### src/rtl/axil_counter_regs.sv
// AXI4-Lite register block holding NUM_CNT event counters. It supports atomic 64-bit reads
// through a shared high-word shadow, clear-on-read, saturate/wrap, freeze and a global clear.
module axil_counter_regs #(
  parameter logic [31:0] C_BASE_ADDRESS = 32'h0000_0000,
  parameter int          NUM_CNT        = 4,
  parameter int          CNT_WIDTH      = 32,
  parameter int          INC_WIDTH      = 8,
  parameter logic [31:0] ID_VALUE       = 32'h0000_0000,
  parameter logic [31:0] VERSION_VALUE  = 32'h0000_0001
) (
  input  logic                         clk,
  input  logic                         resetn,
  input  logic [NUM_CNT-1:0]           inc_en,
  input  logic [NUM_CNT*INC_WIDTH-1:0] inc_val,
  output logic [31:0]                  ctrl_out,
  output logic                         ovf_any,
  input  logic [31:0]                  S_AXI_AWADDR,
  input  logic                         S_AXI_AWVALID,
  output logic                         S_AXI_AWREADY,
  input  logic [31:0]                  S_AXI_WDATA,
  input  logic [3:0]                   S_AXI_WSTRB,
  input  logic                         S_AXI_WVALID,
  output logic                         S_AXI_WREADY,
  output logic [1:0]                   S_AXI_BRESP,
  output logic                         S_AXI_BVALID,
  input  logic                         S_AXI_BREADY,
  input  logic [31:0]                  S_AXI_ARADDR,
  input  logic                         S_AXI_ARVALID,
  output logic                         S_AXI_ARREADY,
  output logic [31:0]                  S_AXI_RDATA,
  output logic [1:0]                   S_AXI_RRESP,
  output logic                         S_AXI_RVALID,
  input  logic                         S_AXI_RREADY
);

  localparam int          SUM_W     = CNT_WIDTH + 1;
  localparam logic [28:0] CNT_DW_LO = 29'd4;
  localparam logic [28:0] CNT_DW_HI = 29'(NUM_CNT + 4);

  logic                 aw_ready_r, b_valid_r, ar_ready_r, r_valid_r, ovf_any_r;
  logic [31:0]          ar_addr_r, r_data_r, shadow_r;
  logic [2:0]           ctrl_r;
  logic [NUM_CNT-1:0]   ovf_r, ovf_next_s, ovf_set_s, cor_sel_s;
  logic [CNT_WIDTH-1:0] cnt_r      [NUM_CNT];
  logic [CNT_WIDTH-1:0] cnt_next_s [NUM_CNT];
  logic [31:0]          wr_off_s, rd_off_s, w1c_mask_s, rd_data_s;
  logic [28:0]          rd_dw_s, rd_idx_s;
  logic [63:0]          sel_cnt_s;
  logic                 wr_en_s, rd_en_s, clear_all_s, ctrl_wr_s, ovf_wr_s;
  logic                 rd_is_cnt_s, rd_hi_s, rd_lo_s, inc_s, unused_s;
  logic [INC_WIDTH-1:0] val_s;
  logic [SUM_W-1:0]     sum_s;

  assign S_AXI_AWREADY = aw_ready_r;
  assign S_AXI_WREADY  = aw_ready_r;
  assign S_AXI_BVALID  = b_valid_r;
  assign S_AXI_BRESP   = 2'b00;
  assign S_AXI_ARREADY = ar_ready_r;
  assign S_AXI_RVALID  = r_valid_r;
  assign S_AXI_RDATA   = r_data_r;
  assign S_AXI_RRESP   = 2'b00;
  assign ctrl_out      = {29'd0, ctrl_r};
  assign ovf_any       = ovf_any_r;

  // Register side effects happen in the single cycle the READY pulse is high.
  assign wr_en_s     = aw_ready_r;
  assign rd_en_s     = ar_ready_r;
  assign wr_off_s    = S_AXI_AWADDR ^ C_BASE_ADDRESS;
  assign rd_off_s    = ar_addr_r ^ C_BASE_ADDRESS;
  assign clear_all_s = wr_en_s & (wr_off_s[31:2] == 30'h3);
  assign ctrl_wr_s   = wr_en_s & (wr_off_s[31:2] == 30'h2) & S_AXI_WSTRB[0];
  assign ovf_wr_s    = wr_en_s & (wr_off_s[31:2] == 30'h4);
  assign w1c_mask_s  = S_AXI_WDATA & {{8{S_AXI_WSTRB[3]}}, {8{S_AXI_WSTRB[2]}},
                                      {8{S_AXI_WSTRB[1]}}, {8{S_AXI_WSTRB[0]}}};
  assign rd_dw_s     = rd_off_s[31:3];
  assign rd_is_cnt_s = (rd_dw_s >= CNT_DW_LO) && (rd_dw_s < CNT_DW_HI);
  assign rd_idx_s    = rd_dw_s - CNT_DW_LO;
  assign rd_hi_s     = rd_off_s[2];
  assign rd_lo_s     = rd_en_s & rd_is_cnt_s & ~rd_hi_s;
  assign unused_s    = ^{wr_off_s[1:0], rd_off_s[1:0], w1c_mask_s};

  // Selected counter, zero-extended to 64 bits, plus the clear-on-read targets.
  always_comb begin
    sel_cnt_s = 64'd0;
    cor_sel_s = '0;
    for (int i = 0; i < NUM_CNT; i++) begin
      sel_cnt_s    = (rd_idx_s == 29'(i)) ? 64'(cnt_r[i]) : sel_cnt_s;
      cor_sel_s[i] = rd_lo_s & ctrl_r[0] & (rd_idx_s == 29'(i));
    end
  end

  // Read data multiplexer.
  always_comb begin
    rd_data_s = 32'hDEAD_BEEF;
    case (rd_off_s[31:2])
      30'h0:   rd_data_s = ID_VALUE;
      30'h1:   rd_data_s = VERSION_VALUE;
      30'h2:   rd_data_s = {29'd0, ctrl_r};
      30'h3:   rd_data_s = 32'h0000_0000;
      30'h4:   rd_data_s = 32'(ovf_r);
      default: begin
        if (rd_is_cnt_s) begin
          rd_data_s = rd_hi_s ? shadow_r : sel_cnt_s[31:0];
        end else begin
          rd_data_s = 32'hDEAD_BEEF;
        end
      end
    endcase
  end

  // Counter next state: clear-all beats clear-on-read beats increment; overflow sets OVF.
  always_comb begin
    ovf_set_s = '0;
    inc_s     = 1'b0;
    val_s     = '0;
    sum_s     = '0;
    for (int i = 0; i < NUM_CNT; i++) begin
      inc_s         = inc_en[i] & ~ctrl_r[2];
      val_s         = inc_val[i*INC_WIDTH +: INC_WIDTH];
      sum_s         = {1'b0, cnt_r[i]} + SUM_W'(val_s);
      cnt_next_s[i] = cnt_r[i];
      if (clear_all_s) begin
        cnt_next_s[i] = '0;
      end else if (cor_sel_s[i]) begin
        cnt_next_s[i] = inc_s ? CNT_WIDTH'(val_s) : '0;
      end else if (inc_s) begin
        if (sum_s[CNT_WIDTH]) begin
          ovf_set_s[i]  = 1'b1;
          cnt_next_s[i] = ctrl_r[1] ? '1 : sum_s[CNT_WIDTH-1:0];
        end else begin
          cnt_next_s[i] = sum_s[CNT_WIDTH-1:0];
        end
      end else begin
        cnt_next_s[i] = cnt_r[i];
      end
    end
  end

  // Sticky overflow: W1C is applied first so a same-cycle overflow wins.
  always_comb begin
    ovf_next_s = ovf_r;
    if (clear_all_s) begin
      ovf_next_s = '0;
    end else if (ovf_wr_s) begin
      ovf_next_s = (ovf_r & ~w1c_mask_s[NUM_CNT-1:0]) | ovf_set_s;
    end else begin
      ovf_next_s = ovf_r | ovf_set_s;
    end
  end

  // AXI handshakes and registered read data.
  always_ff @(posedge clk) begin
    if (!resetn) begin
      aw_ready_r <= 1'b0;
      b_valid_r  <= 1'b0;
      ar_ready_r <= 1'b0;
      r_valid_r  <= 1'b0;
      ar_addr_r  <= 32'd0;
      r_data_r   <= 32'd0;
    end else begin
      aw_ready_r <= S_AXI_AWVALID & S_AXI_WVALID & ~b_valid_r & ~aw_ready_r;
      if (aw_ready_r) begin
        b_valid_r <= 1'b1;
      end else if (S_AXI_BREADY) begin
        b_valid_r <= 1'b0;
      end
      ar_ready_r <= S_AXI_ARVALID & ~ar_ready_r & ~r_valid_r;
      if (S_AXI_ARVALID & ~ar_ready_r & ~r_valid_r) begin
        ar_addr_r <= S_AXI_ARADDR;
      end
      if (ar_ready_r) begin
        r_valid_r <= 1'b1;
        r_data_r  <= rd_data_s;
      end else if (S_AXI_RREADY) begin
        r_valid_r <= 1'b0;
      end
    end
  end

  // Control, status, shadow and counter storage.
  always_ff @(posedge clk) begin
    if (!resetn) begin
      ctrl_r    <= 3'd0;
      ovf_r     <= '0;
      ovf_any_r <= 1'b0;
      shadow_r  <= 32'd0;
      for (int i = 0; i < NUM_CNT; i++) begin
        cnt_r[i] <= '0;
      end
    end else begin
      if (ctrl_wr_s) begin
        ctrl_r <= S_AXI_WDATA[2:0];
      end
      ovf_r     <= ovf_next_s;
      ovf_any_r <= |ovf_next_s;
      if (rd_lo_s) begin
        shadow_r <= sel_cnt_s[63:32];
      end
      for (int i = 0; i < NUM_CNT; i++) begin
        cnt_r[i] <= cnt_next_s[i];
      end
    end
  end

endmodule
### config.mk
export PLATFORM = sky130hd
export DESIGN_NAME = axil_counter_regs
export DESIGN_NICKNAME = d
export VERILOG_FILES = /design/src/rtl/axil_counter_regs.sv
export SDC_FILE = /design/constraint.sdc
export NUM_CORES = 1
export LEC_CHECK = 0
export ABC_AREA = 0
export BUFFER_PORTS_ARGS = -buffer_cell sky130_fd_sc_hd__buf_2
export CORE_MARGIN = 5
export CORE_UTILIZATION = 62
export CTS_BUF_LIST = sky130_fd_sc_hd__clkbuf_8
export CTS_CLUSTER_SIZE = 25
export DETAILED_ROUTE_END_ITERATION = 6
export MAX_ROUTING_LAYER = met4
export PLACE_DENSITY_LB_ADDON = 0.1
export SLEW_MARGIN = 20
export SYNTH_ARGS = -nofsm -noshare
export SYNTH_HDL_FRONTEND = slang
export SYNTH_SLANG_ARGS = --single-unit
### constraint.sdc
create_clock -name clk -period 4.7 [get_ports clk]
set_input_delay 0.47 -clock clk [delete_from_list [all_inputs] [get_ports clk]]
set_output_delay 0.47 -clock clk [all_outputs]
set_load 0.1 [all_outputs]
; Yosys cells after proc, flatten, opt, wreduce, memory -nomap -nowiden
; Memories as Yosys holds them, arrays and structs flattened.
; Cells that the tools add are included.
[classes]
add_sub_neg = 5
order_cmp = 2
eq_ne = 10
muxes = 59
n_bitwise = 35
n_reduce_logical = 7
[op_table]
columns = op, count
row1 = 32-bit 2-to-1 mux, 30
row2 = 32-bit by 8-bit adder with 33-bit output, 4
row3 = 32-bit case mux with 4 select lines, 1
row4 = "30-bit by 2-bit == test with 1-bit output, second input constant", 4
row5 = "30-bit by 3-bit == test with 1-bit output, second input constant", 2
row6 = "29-bit by 2-bit == test with 1-bit output, second input constant", 2
row7 = 8-bit 2-to-1 mux, 4
row8 = "30-bit by 1-bit == test with 1-bit output, second input constant", 1
row9 = 30-bit logical NOT, 1
row10 = "29-bit by 1-bit == test with 1-bit output, second input constant", 1
row11 = "29-bit by 3-bit greater-or-equal comparator with 1-bit output, second input constant", 1
row12 = 29-bit logical NOT, 1
row13 = "29-bit by 4-bit less-than comparator with 1-bit output, second input constant", 1
row14 = "29-bit by 3-bit subtractor with 29-bit output, second input constant", 1
row15 = 1-bit 2-to-1 mux, 22
row16 = 1-bit AND, 20
row17 = 4-bit AND, 2
row18 = 4-bit 2-to-1 mux, 2
row19 = 4-bit bitwise OR, 2
row20 = 1-bit NOT, 6
row21 = 4-bit NOT, 1
row22 = 1-bit bitwise OR, 4
row23 = 2-bit nonzero test, 2
row24 = 4-bit OR reduction, 1
row25 = 2 further kinds, 2
[totals]
reg_bits = 108
ram_bits = 128
output_inout_bits = 74
elab_cells = 129
memories = 1
[mem_list]
columns = memory, words, width, rd, rd_clocked_by_memory_dff, write_ports, line_no
row1 = cnt_r, 4, 32, 4, 0, 4, 44  ; logic [CNT_WIDTH-1:0] cnt_r [NUM_CNT];

; Depth between registers and ports, before layout
; Gate-level depths: netlist of run 1.
[logic_depth]
depth_word = 12
ltp_mapped = 10
mapped_depth_nobuf = 9

; Least setup slack after synthesis of run 1
; Ideal clock, no wire load.
[synth_path]
kind = input to register
start = input port inc_val[16]
end = memory cnt_r[2][14]
setup_ns = 0.132
t_arrival_ns = 2.611
t_required_ns = 4.568
slack_ns = 1.956
cell_stages = 9
path_buffers = 1
cell_sequence = ha_1 -> fa_1 -> a211oi_1 -> nor2_1 -> o311ai_1 -> nor3_2 -> nand3_1 -> clkbuf_1 -> a21oi_1
[synth_lines]
columns = item, line_no
row1 = start: declaration, 14  ; input logic [NUM_CNT*INC_WIDTH-1:0] inc_val,
row2 = end: declaration, 44

==> impl_metrics.sql, run 1 <==
INSERT INTO impl_metrics (metric_group, metric, value, unit) VALUES
('setup_path', 'worst_path_slowest_cell', 'sky130_fd_sc_hd__o311ai_1', ''),
('global_route', 'grt_remaining_overflow', '0', ''),
('min_path', 'holdCritPathClass', 'input port to flop', ''),
('routing', 'route.detailed.drc', '0', ''),
('final_layout', 'final_cell_utilization_of_the_core', '70.51', '%'),
('sta', 'timing.setup.tns', '0', 'ns'),
('clocking', 'max-clock-path-buffers', '3', ''),
('synth', 'syn_inst', '1335', ''),
('synth', 'postSynthRegisterBits', '202', ''),
('die', 'floorplan.die.width', '144.1', 'um'),
('setup_path', 'startpoint_type_of_the_worst_setup_path', 'flop', ''),
('setup_path', 'crit_path_end_kind', 'flop', ''),
('sta', 'timing.final.hold_violations', '0', ''),
('sta', 'period_needed', '3.249', 'ns'),
('setup_path', 'cp.required', '5.09', 'ns'),
('synth', 'synth-async-reset-ratio', '0', '%'),
('clocking', 'cts.sink_count', '202', ''),
('synth', 'postSynthAreaPerCell', '8.346', 'sq um'),
('routing', 'met3RoutedLength', '2.714', 'mm'),
('synth', 'synth_seq_area_share', '36.29', '%'),
('setup_path', 'timing.setup.critical_path_class', 'flop to flop', ''),
('synth', 'synth.distinct_cells', '74', ''),
('die', 'floorplan.die_area', '0.02075', 'sq mm'),
('global_route', 'grt_pass1_wl', '49.98', 'mm'),
('sta', 'post-route-period-util', '69.13', '%'),
('global_route', 'grt_start_max_net_pins', '49', ''),
('sta', 'slew_headroom', '22.39', '%'),
('synth', 'yosys_warnings', '0', ''),
('place', 'place_congestion', '0.9409', ''),
('place', 'place.port_buffers', '148', ''),
('global_route', 'number_of_antenna_violations_at_the_first_check_in_global_routing', '1', ''),
('run_status', 'outcome', 'completed', ''),
('routing', 'routed_via_density', '6.088', ''),
('synth', 'ys.flop_type', 'sky130_fd_sc_hd__dfxtp_1', ''),
('power', 'vdd.ir_drop.worst', '0.2506', 'mV'),
('setup_path', 'critical_path_arrival', '3.64', 'ns'),
('die', 'io-pin-count', '217', ''),
('setup_path', 'cp_max_fo', '5', ''),
('sta', 'max_clk_rate', '307.8', 'MHz'),
('routing', 'detailedRoute.firstPassIterationCount', '6', ''),
('setup_path', 'r2r_slack', '1.45', 'ns'),
('die', 'die_y', '144.1', 'um'),
('setup_path', 'cp_num_buf_inv', '0', ''),
('synth', 'synth_enable_flop_cells', '0', ''),
('routing', 'routed_vias', '10430', ''),
('die', 'initial_core_utilization', '62.45', '%'),
('clocking', 'cts.clk_slew.worst_paths', '0.06', 'ns'),
('job', 'timing.max_cap.violations', '0', ''),
('setup_path', 'timing.critical_path.cells', 'ha_1 > fa_1 > a211oi_1 > nor2_1 > o311ai_1 > o41ai_1 > nor2_1 > a221oi_1', ''),
('routing', 'drt_first_iter_violations', '747', ''),
('place', 'dp_hpwl', '23.40', 'mm'),
('sta', 'final.setup.worst_slack', '1.451', 'ns'),
('sta', 'timing.final.max_slew_violations', '0', ''),
('sta', 'grt_setup_unrepaired', 'no', ''),
('clocking', 'postCtsResizedCells', '0', ''),
('clocking', 'insertion_delay', '0.55', 'ns'),
('final_layout', 'layout.nets', '1638', ''),
('clocking', 'clock_tree.root_cell', 'sky130_fd_sc_hd__clkbuf_8', ''),
('power', 'leakage', '0.005026', 'uW'),
('routing', 'antenna_left', '0', ''),
('setup_path', 'path_delay_family', 'compound AO/OA/AOI/OAI gates', ''),
('sta', 'worst_pin_slew', '1.153', 'ns'),
('die', 'coreArea', '0.01784', 'sq mm'),
('die', 'std_cell_rows', '49', ''),
('sta', 'finClkSkew', '0.02962', 'ns'),
('routing', 'wire_per_inst', '18.65', 'um'),
('clocking', 'number_of_clock_buffers_inserted_by_tritoncts', '35', ''),
('setup_path', 'worst_path_most_repeated_cell', 'sky130_fd_sc_hd__nor2_1', ''),
('sta', 'hold_slack', '0.1533', 'ns'),
('final_layout', 'area_growth', '12.90', '%'),
('routing', 'uppermost_routed_layer', 'met4', '');
synth_stat cells, drive strengths merged, types with 5 or more instances:
master	n	area, sq um
a211o	12	105.1
a211oi	11	82.58
a21o	9	67.56
a21oi	190	969.7
a221oi	5	43.79
a22o	5	43.79
a31oi	7	58.81
and2	13	82.58
and3	18	112.6
and4	15	131.4
buf	47	332.8
clkbuf	62	232.7
dfxtp	202	4044
ha	32	400.4
inv	17	63.81
mux2	13	146.4
mux2i	7	70.07
mux4	6	135.1
nand2	146	564.3
nand2b	17	106.4
nand3	67	335.3
nand4	26	162.7
nor2	77	289.0
nor2b	17	106.4
nor3	23	120.1
nor4	21	137.6
o21ai	41	205.2
o21bai	6	45.04
o221ai	32	311.5
o22ai	14	87.58
o31ai	15	112.6
or4	5	45.04
xnor2	39	341.6
xor2	61	534.3
cells by family (layout without fill, tap and decap cells):
kind of cell             count (synthesis)  after routing  share of synthesized area, %
AO/OA/AOI/OAI                          378            378                         21.52
XOR/XNOR                               100            100                         7.861
adder cells (fa/ha/maj)                 36             36                         4.312
buffers and inverters                  127            242                         5.682
flip-flops                             202            202                         36.29
multiplexers                            26             26                         3.156
other                                    1             35                       0.03366
AND/OR/NAND/NOR                        465            465                         21.15
worst paths after layout:
| path | from | to | cells past startpoint |
|---|---|---|---|
| setup / recovery | cnt_r[2][0] | cnt_r[2][7] | 8 |
| hold / removal | S_AXI_WVALID | S_AXI_AWREADY | 3 |
| setup reg to reg | cnt_r[2][0] | cnt_r[2][7] | 8 |
| hold reg to reg | S_AXI_BVALID | S_AXI_AWREADY | 1 |
sequential cells by signal (all words and copies together), names as in the netlist:
| signal | flops |
|---|---|
| ovf_any | 1 |
| ctrl_r | 3 |
| ar_addr_r | 30 |
| ovf_r | 4 |
| cnt_r | 128 |
| S_AXI_RVALID | 1 |
| S_AXI_BVALID | 1 |
| S_AXI_AWREADY | 1 |
| S_AXI_ARREADY | 1 |
| S_AXI_RDATA | 32 |
where the power goes:
part	internal, uW	total, uW	leakage [uW]	switching, uW
registers	1790	1860	0.00165	70.2
clock network	920	1660	0.000409	744
logic	279	903	0.00297	623
total	2990	4420	0.00503	1440
through the flow:
step,instances,power (uW)
after CTS,1711,4438
after floorplan,1367,2592
final,1713,4423
after detailed placement,1651,2784
after global placement,1651,2768
after global routing,1712,4602
layout make-up:
cell class              instances  area, sq um
well taps                     229        286.5
flip-flops and latches        202         4045
inverters                      18        67.56
repair buffers                164        860.8
multi-input cells            1038         6593
clock inverters                15        102.6
fillers                      1476         5261
clock buffers                  45        619.3
diodes                          2        5.005
layer usage:
metal | global-route usage [%] | vias to the layer above
li1 | - | 5059
met1 | 40.46 | 4904
met2 | 48.92 | 402
met3 | 5.754 | 63
met4 | 9.217 | 0
met5 | - | -
worst register-to-register path, stage by stage (launching register included):
cell and delay, ns:
sky130_fd_sc_hd__dfxtp_1 0.32, sky130_fd_sc_hd__ha_1 0.21, sky130_fd_sc_hd__fa_1 0.43, sky130_fd_sc_hd__a211oi_1 0.33, sky130_fd_sc_hd__nor2_1 0.09, sky130_fd_sc_hd__o311ai_1 0.74
sky130_fd_sc_hd__o41ai_1 0.38, sky130_fd_sc_hd__nor2_1 0.44, sky130_fd_sc_hd__a221oi_1 0.17
cell usage in the layout, fill, tap and decap left out, types with 16 or more instances in the layout:
cell	count
sky130_fd_sc_hd__nor3_1	22
sky130_fd_sc_hd__nand3_1	66
sky130_fd_sc_hd__inv_1	26
sky130_fd_sc_hd__nor2_1	76
sky130_fd_sc_hd__o21ai_0	39
sky130_fd_sc_hd__o221ai_1	27
sky130_fd_sc_hd__ha_1	32
sky130_fd_sc_hd__nor2b_1	17
sky130_fd_sc_hd__clkbuf_8	45
sky130_fd_sc_hd__xnor2_1	39
sky130_fd_sc_hd__and3_1	18
sky130_fd_sc_hd__conb_1	33
sky130_fd_sc_hd__dfxtp_1	201
sky130_fd_sc_hd__nand2b_1	17
sky130_fd_sc_hd__buf_4	16
sky130_fd_sc_hd__buf_2	148
sky130_fd_sc_hd__nand4_1	26
sky130_fd_sc_hd__nor4_1	20
sky130_fd_sc_hd__nand2_1	145
sky130_fd_sc_hd__a21oi_1	185
sky130_fd_sc_hd__xor2_1	61
Power figures use the tool's default switching activity.
==> run 2, diff against run 1 <==
--- a/config.mk
+++ b/config.mk
@@ -5,10 +5,10 @@
 export SDC_FILE = /design/constraint.sdc
 export NUM_CORES = 1
 export LEC_CHECK = 0
-export ABC_AREA = 0
+export ABC_AREA = 1
 export BUFFER_PORTS_ARGS = -buffer_cell sky130_fd_sc_hd__buf_2
 export CORE_MARGIN = 5
-export CORE_UTILIZATION = 62
+export CORE_UTILIZATION = 54
 export CTS_BUF_LIST = sky130_fd_sc_hd__clkbuf_8
 export CTS_CLUSTER_SIZE = 25
 export DETAILED_ROUTE_END_ITERATION = 6
==> constraint.sdc (replaced) <==
create_clock -name clk -period 2.95 [get_ports clk]
set_input_delay 0.295 -clock clk [delete_from_list [all_inputs] [get_ports clk]]
set_output_delay 0.295 -clock clk [all_outputs]
set_load 0.1 [all_outputs]
==> run 2 against run 1 <==
  * Clock skew decreased by 0.012 ns
  * Critical path depth increased by 6
  * Worst setup slack got worse by 1.2 ns
  * Hold slack got worse by 0.13 ns
  * Clock power increased by 66%
  * Final cell count increased by 54%
  * Global-route usage increased by 0.38 points
  * Combinational power increased by 97%
  * Highest routed layer unchanged
  * Register-to-register slack got worse by 1.2 ns
  * Sequential power increased by 61%
==> impl_metrics.sql, run 2 <==
INSERT INTO impl_metrics (metric_group, metric, value, unit) VALUES
('setup_path', 'crit_path_max_incr_delay', '0.42', 'ns'),
('place', 'place.port_buffers', '148', ''),
('synth', 'postSynthRegisterBits', '202', ''),
('routing', 'detailedRoute.firstPassIterationCount', '5', ''),
('final_layout', 'layout.nets', '2457', ''),
('die', 'floorplan.die_area', '0.02867', 'sq mm'),
('die', 'die_y', '169.3', 'um'),
('setup_path', 'worst_r2r_startpoint', 'ar_addr_r[6]', ''),
('setup_path', 'cp.required', '3.37', 'ns'),
('sta', 'timing.final.hold_violations', '0', ''),
('synth', 'ys.flop_type', 'sky130_fd_sc_hd__dfxtp_1', ''),
('synth', 'netlist_top_cells_area', 'sky130_fd_sc_hd__dfxtp_1 29%, sky130_fd_sc_hd__nand2_1 12%, sky130_fd_sc_hd__a21oi_1 7.1%', ''),
('setup_path', 'timing.setup.critical_path_class', 'flop to flop', ''),
('final_layout', 'layout_commonest_cell', 'sky130_fd_sc_hd__nand2_1', ''),
('die', 'io-pin-count', '217', ''),
('sta', 'period_needed', '2.748', 'ns'),
('power', 'leakage', '0.006746', 'uW'),
('global_route', 'grt_remaining_overflow', '0', ''),
('setup_path', 'crit_path_end_kind', 'flop', ''),
('power', 'power_density', '476.9', 'mW/mm^2'),
('final_layout', 'layout_common_cells', '423 x sky130_fd_sc_hd__nand2_1, 245 x sky130_fd_sc_hd__nor2_1, 239 x sky130_fd_sc_hd__inv_1, 202 x sky130_fd_sc_hd__dfxtp_1, 195 x sky130_fd_sc_hd__a21oi_1', ''),
('global_route', 'grt_pass1_wl', '70.95', 'mm'),
('final_layout', 'largest_register', 'cnt_r', ''),
('die', 'std_cell_rows', '58', ''),
('die', 'floorplan.die.width', '169.3', 'um'),
('synth', 'synth_seq_area_share', '29.50', '%'),
('place', 'dp.cells', '2546', ''),
('sta', 'worst_pin_slew', '0.7736', 'ns'),
('final_layout', 'flip_flop_count_of_the_largest_register_all_copies_and_words_added', '128', ''),
('sta', 'timing.final.max_slew_violations', '0', ''),
('setup_path', 'timing.critical_path.cells', 'nor2_4 > nand2_2 > nand3_1 > nor2_1 > o21ai_2 > inv_2 > nand2_2 > nor2_1 > nand3_1 > nor2_1 > nand3_2 > or2_2 > a32oi_1 > nor2_1', ''),
('routing', 'total_length_of_routed_wires', '44.88', 'mm'),
('sta', 'max_clk_rate', '363.9', 'MHz'),
('synth', 'postSynthAreaPerCell', '6.578', 'sq um'),
('synth', 'synth_largest_area_cell', 'sky130_fd_sc_hd__dfxtp_1', ''),
('setup_path', 'crit-reg2reg-capture', 'cnt_r[3][2]', ''),
('synth', 'yosys.cell_count.top_type', 'sky130_fd_sc_hd__nand2_1', ''),
('synth', 'synth.distinct_cells', '60', ''),
('synth', 'synth_enable_flop_cells', '0', ''),
('final_layout', 'layoutNonFillerInstCount', '2632', ''),
('sta', 'post-route-period-util', '93.15', '%'),
('final_layout', 'antenna_cells_inserted', '0', ''),
('setup_path', 'cp_max_fo', '16', ''),
('clocking', 'cts.sink_count', '202', ''),
('die', 'initial_core_utilization', '54.59', '%'),
('global_route', 'grt_start_max_net_pins', '53', ''),
('routing', 'drt_first_iter_violations', '1403', ''),
('setup_path', 'cp-startpoint', 'ar_addr_r[6]', ''),
('place', 'place_congestion', '0.9859', ''),
('clocking', 'clock_tree.root_cell', 'sky130_fd_sc_hd__clkbuf_8', ''),
('clocking', 'tritoncts', 'built', ''),
('synth', 'post_synth_instance_area', '0.01371', 'sq mm'),
('job', 'timing.max_cap.violations', '0', ''),
('synth', 'synth-async-reset-ratio', '0', '%'),
('die', 'coreArea', '0.02511', 'sq mm'),
('min_path', 'holdCritPathClass', 'input port to flop', ''),
('global_route', 'grt_util_overall', '31.25', '%'),
('setup_path', 'r2r_slack', '0.20', 'ns'),
('synth', 'syn_inst', '2084', ''),
('clocking', 'cts.clk_slew.worst_paths', '0.06', 'ns'),
('clocking', 'max-clock-path-buffers', '3', ''),
('routing', 'wire_per_inst', '17.05', 'um'),
('sta', 'finClkSkew', '0.01748', 'ns'),
('place', 'dp_hpwl', '34.44', 'mm'),
('synth', 'yosys_warnings', '0', ''),
('clocking', 'insertion_delay', '0.56', 'ns'),
('global_route', 'number_of_global_route_vias_before_repair', '13730', ''),
('routing', 'antenna_left', '0', ''),
('setup_path', 'worst_setup_path_endpoint', 'cnt_r[3][2]', ''),
('power', 'finalPower', '7536', 'uW'),
('routing', 'routed_vias', '14680', ''),
('setup_path', 'critical_path_arrival', '3.17', 'ns'),
('run_status', 'outcome', 'completed', ''),
('setup_path', 'worst_r2r_path_depth', '14', ''),
('power', 'vdd.ir_drop.worst', '0.3279', 'mV'),
('sta', 'slew_headroom', '48.37', '%'),
('final_layout', 'area_growth', '15.27', '%'),
('setup_path', 'worst_path_most_repeated_cell', 'sky130_fd_sc_hd__nor2_1', ''),
('routing', 'route.detailed.drc', '0', ''),
('global_route', 'number_of_antenna_violations_at_the_first_check_in_global_routing', '0', ''),
('setup_path', 'startpoint_type_of_the_worst_setup_path', 'flop', ''),
('synth', 'netlist.area_leader.share', '29.50', '%'),
('routing', 'routed_via_density', '5.578', ''),
('sta', 'timing.final.setup_violations', '0', ''),
('clocking', 'number_of_clock_buffers_inserted_by_tritoncts', '39', ''),
('clocking', 'cts_htree_levels', '2', ''),
('synth', 'synth_common_cells', '423 x sky130_fd_sc_hd__nand2_1, 246 x sky130_fd_sc_hd__nor2_1, 227 x sky130_fd_sc_hd__inv_1, 202 x sky130_fd_sc_hd__dfxtp_1, 195 x sky130_fd_sc_hd__a21oi_1', ''),
('final_layout', 'proportion_of_layout_cells_with_a_drive_suffix_above_1', '16.25', '%'),
('setup_path', 'worst_path_slowest_cell', 'sky130_fd_sc_hd__dfxtp_1', '');
run 2: changes by cell type after synthesis, moves of 23 or more:
cell | previous run | this run
sky130_fd_sc_hd__nand2_1 | 145 | 423
sky130_fd_sc_hd__nor2_2 | 0 | 23
sky130_fd_sc_hd__clkbuf_1 | 62 | 33
sky130_fd_sc_hd__o221ai_1 | 27 | 1
sky130_fd_sc_hd__nor2_1 | 77 | 246
sky130_fd_sc_hd__xnor2_1 | 39 | 16
sky130_fd_sc_hd__a31oi_1 | 6 | 33
sky130_fd_sc_hd__o21ai_0 | 39 | 113
sky130_fd_sc_hd__nand4_1 | 26 | 56
sky130_fd_sc_hd__inv_1 | 17 | 227
sky130_fd_sc_hd__nand3_1 | 67 | 119
run 2: cell type report:
class | count | area, sq um
Sequential cell | 202 | 4044
Timing Repair Buffer | 224 | 1389
Clock inverter | 16 | 78.83
Tap cell | 330 | 412.9
Multi-Input combinational cell | 1562 | 8268
Clock buffer | 49 | 674.4
Inverter | 249 | 934.6
Fill cell | 2487 | 9308
run 2: cell families after synthesis:
family / count (synthesis) / synth area share (%)
buffers and inverters: 353 / 11.35
adder cells (fa/ha/maj): 36 / 3.505
XOR/XNOR: 70 / 4.472
AO/OA/AOI/OAI: 428 / 17.54
other: 1 / 0.02736
AND/OR/NAND/NOR: 994 / 33.61
flip-flops: 202 / 29.50
run 2: layer usage:
| metal | global-route usage (%) | vias up | part of all wire (%) |
|---|---|---|---|
| met3 | 5.544 | 109 | 8.5 |
| met4 | 9.975 | 0 | 3.5 |
| met2 | 48.94 | 588 | 45 |
| met1 | 41.25 | 6735 | 43 |
| met5 | - | - | 0 |
| li1 | - | 7250 | - |
run 2: worst min path at each step:
stage | depth (start not counted) | end | slack, ns | from
after floorplan | 1 | S_AXI_BVALID | 0.39 | S_AXI_BREADY
after global placement | 1 | S_AXI_AWREADY | 0.44 | S_AXI_BVALID
after detailed placement | 1 | S_AXI_AWREADY | 0.42 | S_AXI_BVALID
after CTS | 3 | ar_addr_r[16] | 0.01 | S_AXI_ARADDR[16]
after global routing | 3 | ar_addr_r[28] | 0.05 | S_AXI_ARADDR[28]
final | 3 | ar_addr_r[14] | 0.02 | S_AXI_ARADDR[14]
run 2: power by group:
part           switching [uW]  internal, uW
registers                 140          2850
clock network            1270          1490
logic                    1240           536
run 2: repair_timing:
action / 4_1_cts / 5_1_grt
gates resized for setup: 0 / 9
setup endpoints to repair: 0 / 57
buffers inserted: 0 / 4
endpoints found under the hold margin: 15 / 0
hold buffers: 16 / 0
run 2: critical path, delay by kind of cell, from the launching register on:
| kind | cells | cell delay, ns |
|---|---|---|
| simple gates | 11 | 1.82 |
| buf+inv | 1 | 0.08 |
| flops | 1 | 0.42 |
| compound gates | 2 | 0.30 |
run 2: per-stage QoR:
step	setup WS [ns]	TNS (ns)	util (%)	hold WS, ns	cell area [sq um]
floorplan	0.3818	0	-	0.3893	13830
global placement	0.2199	0	59.02	0.4353	14820
detailed placement	0.1528	0	59.02	0.4242	14820
CTS	0.1447	0	62.66	0.01377	15730
global route	-0.02088	-0.02088	62.93	0.05062	15800
finish	0.2020	0	62.93	0.02391	15800
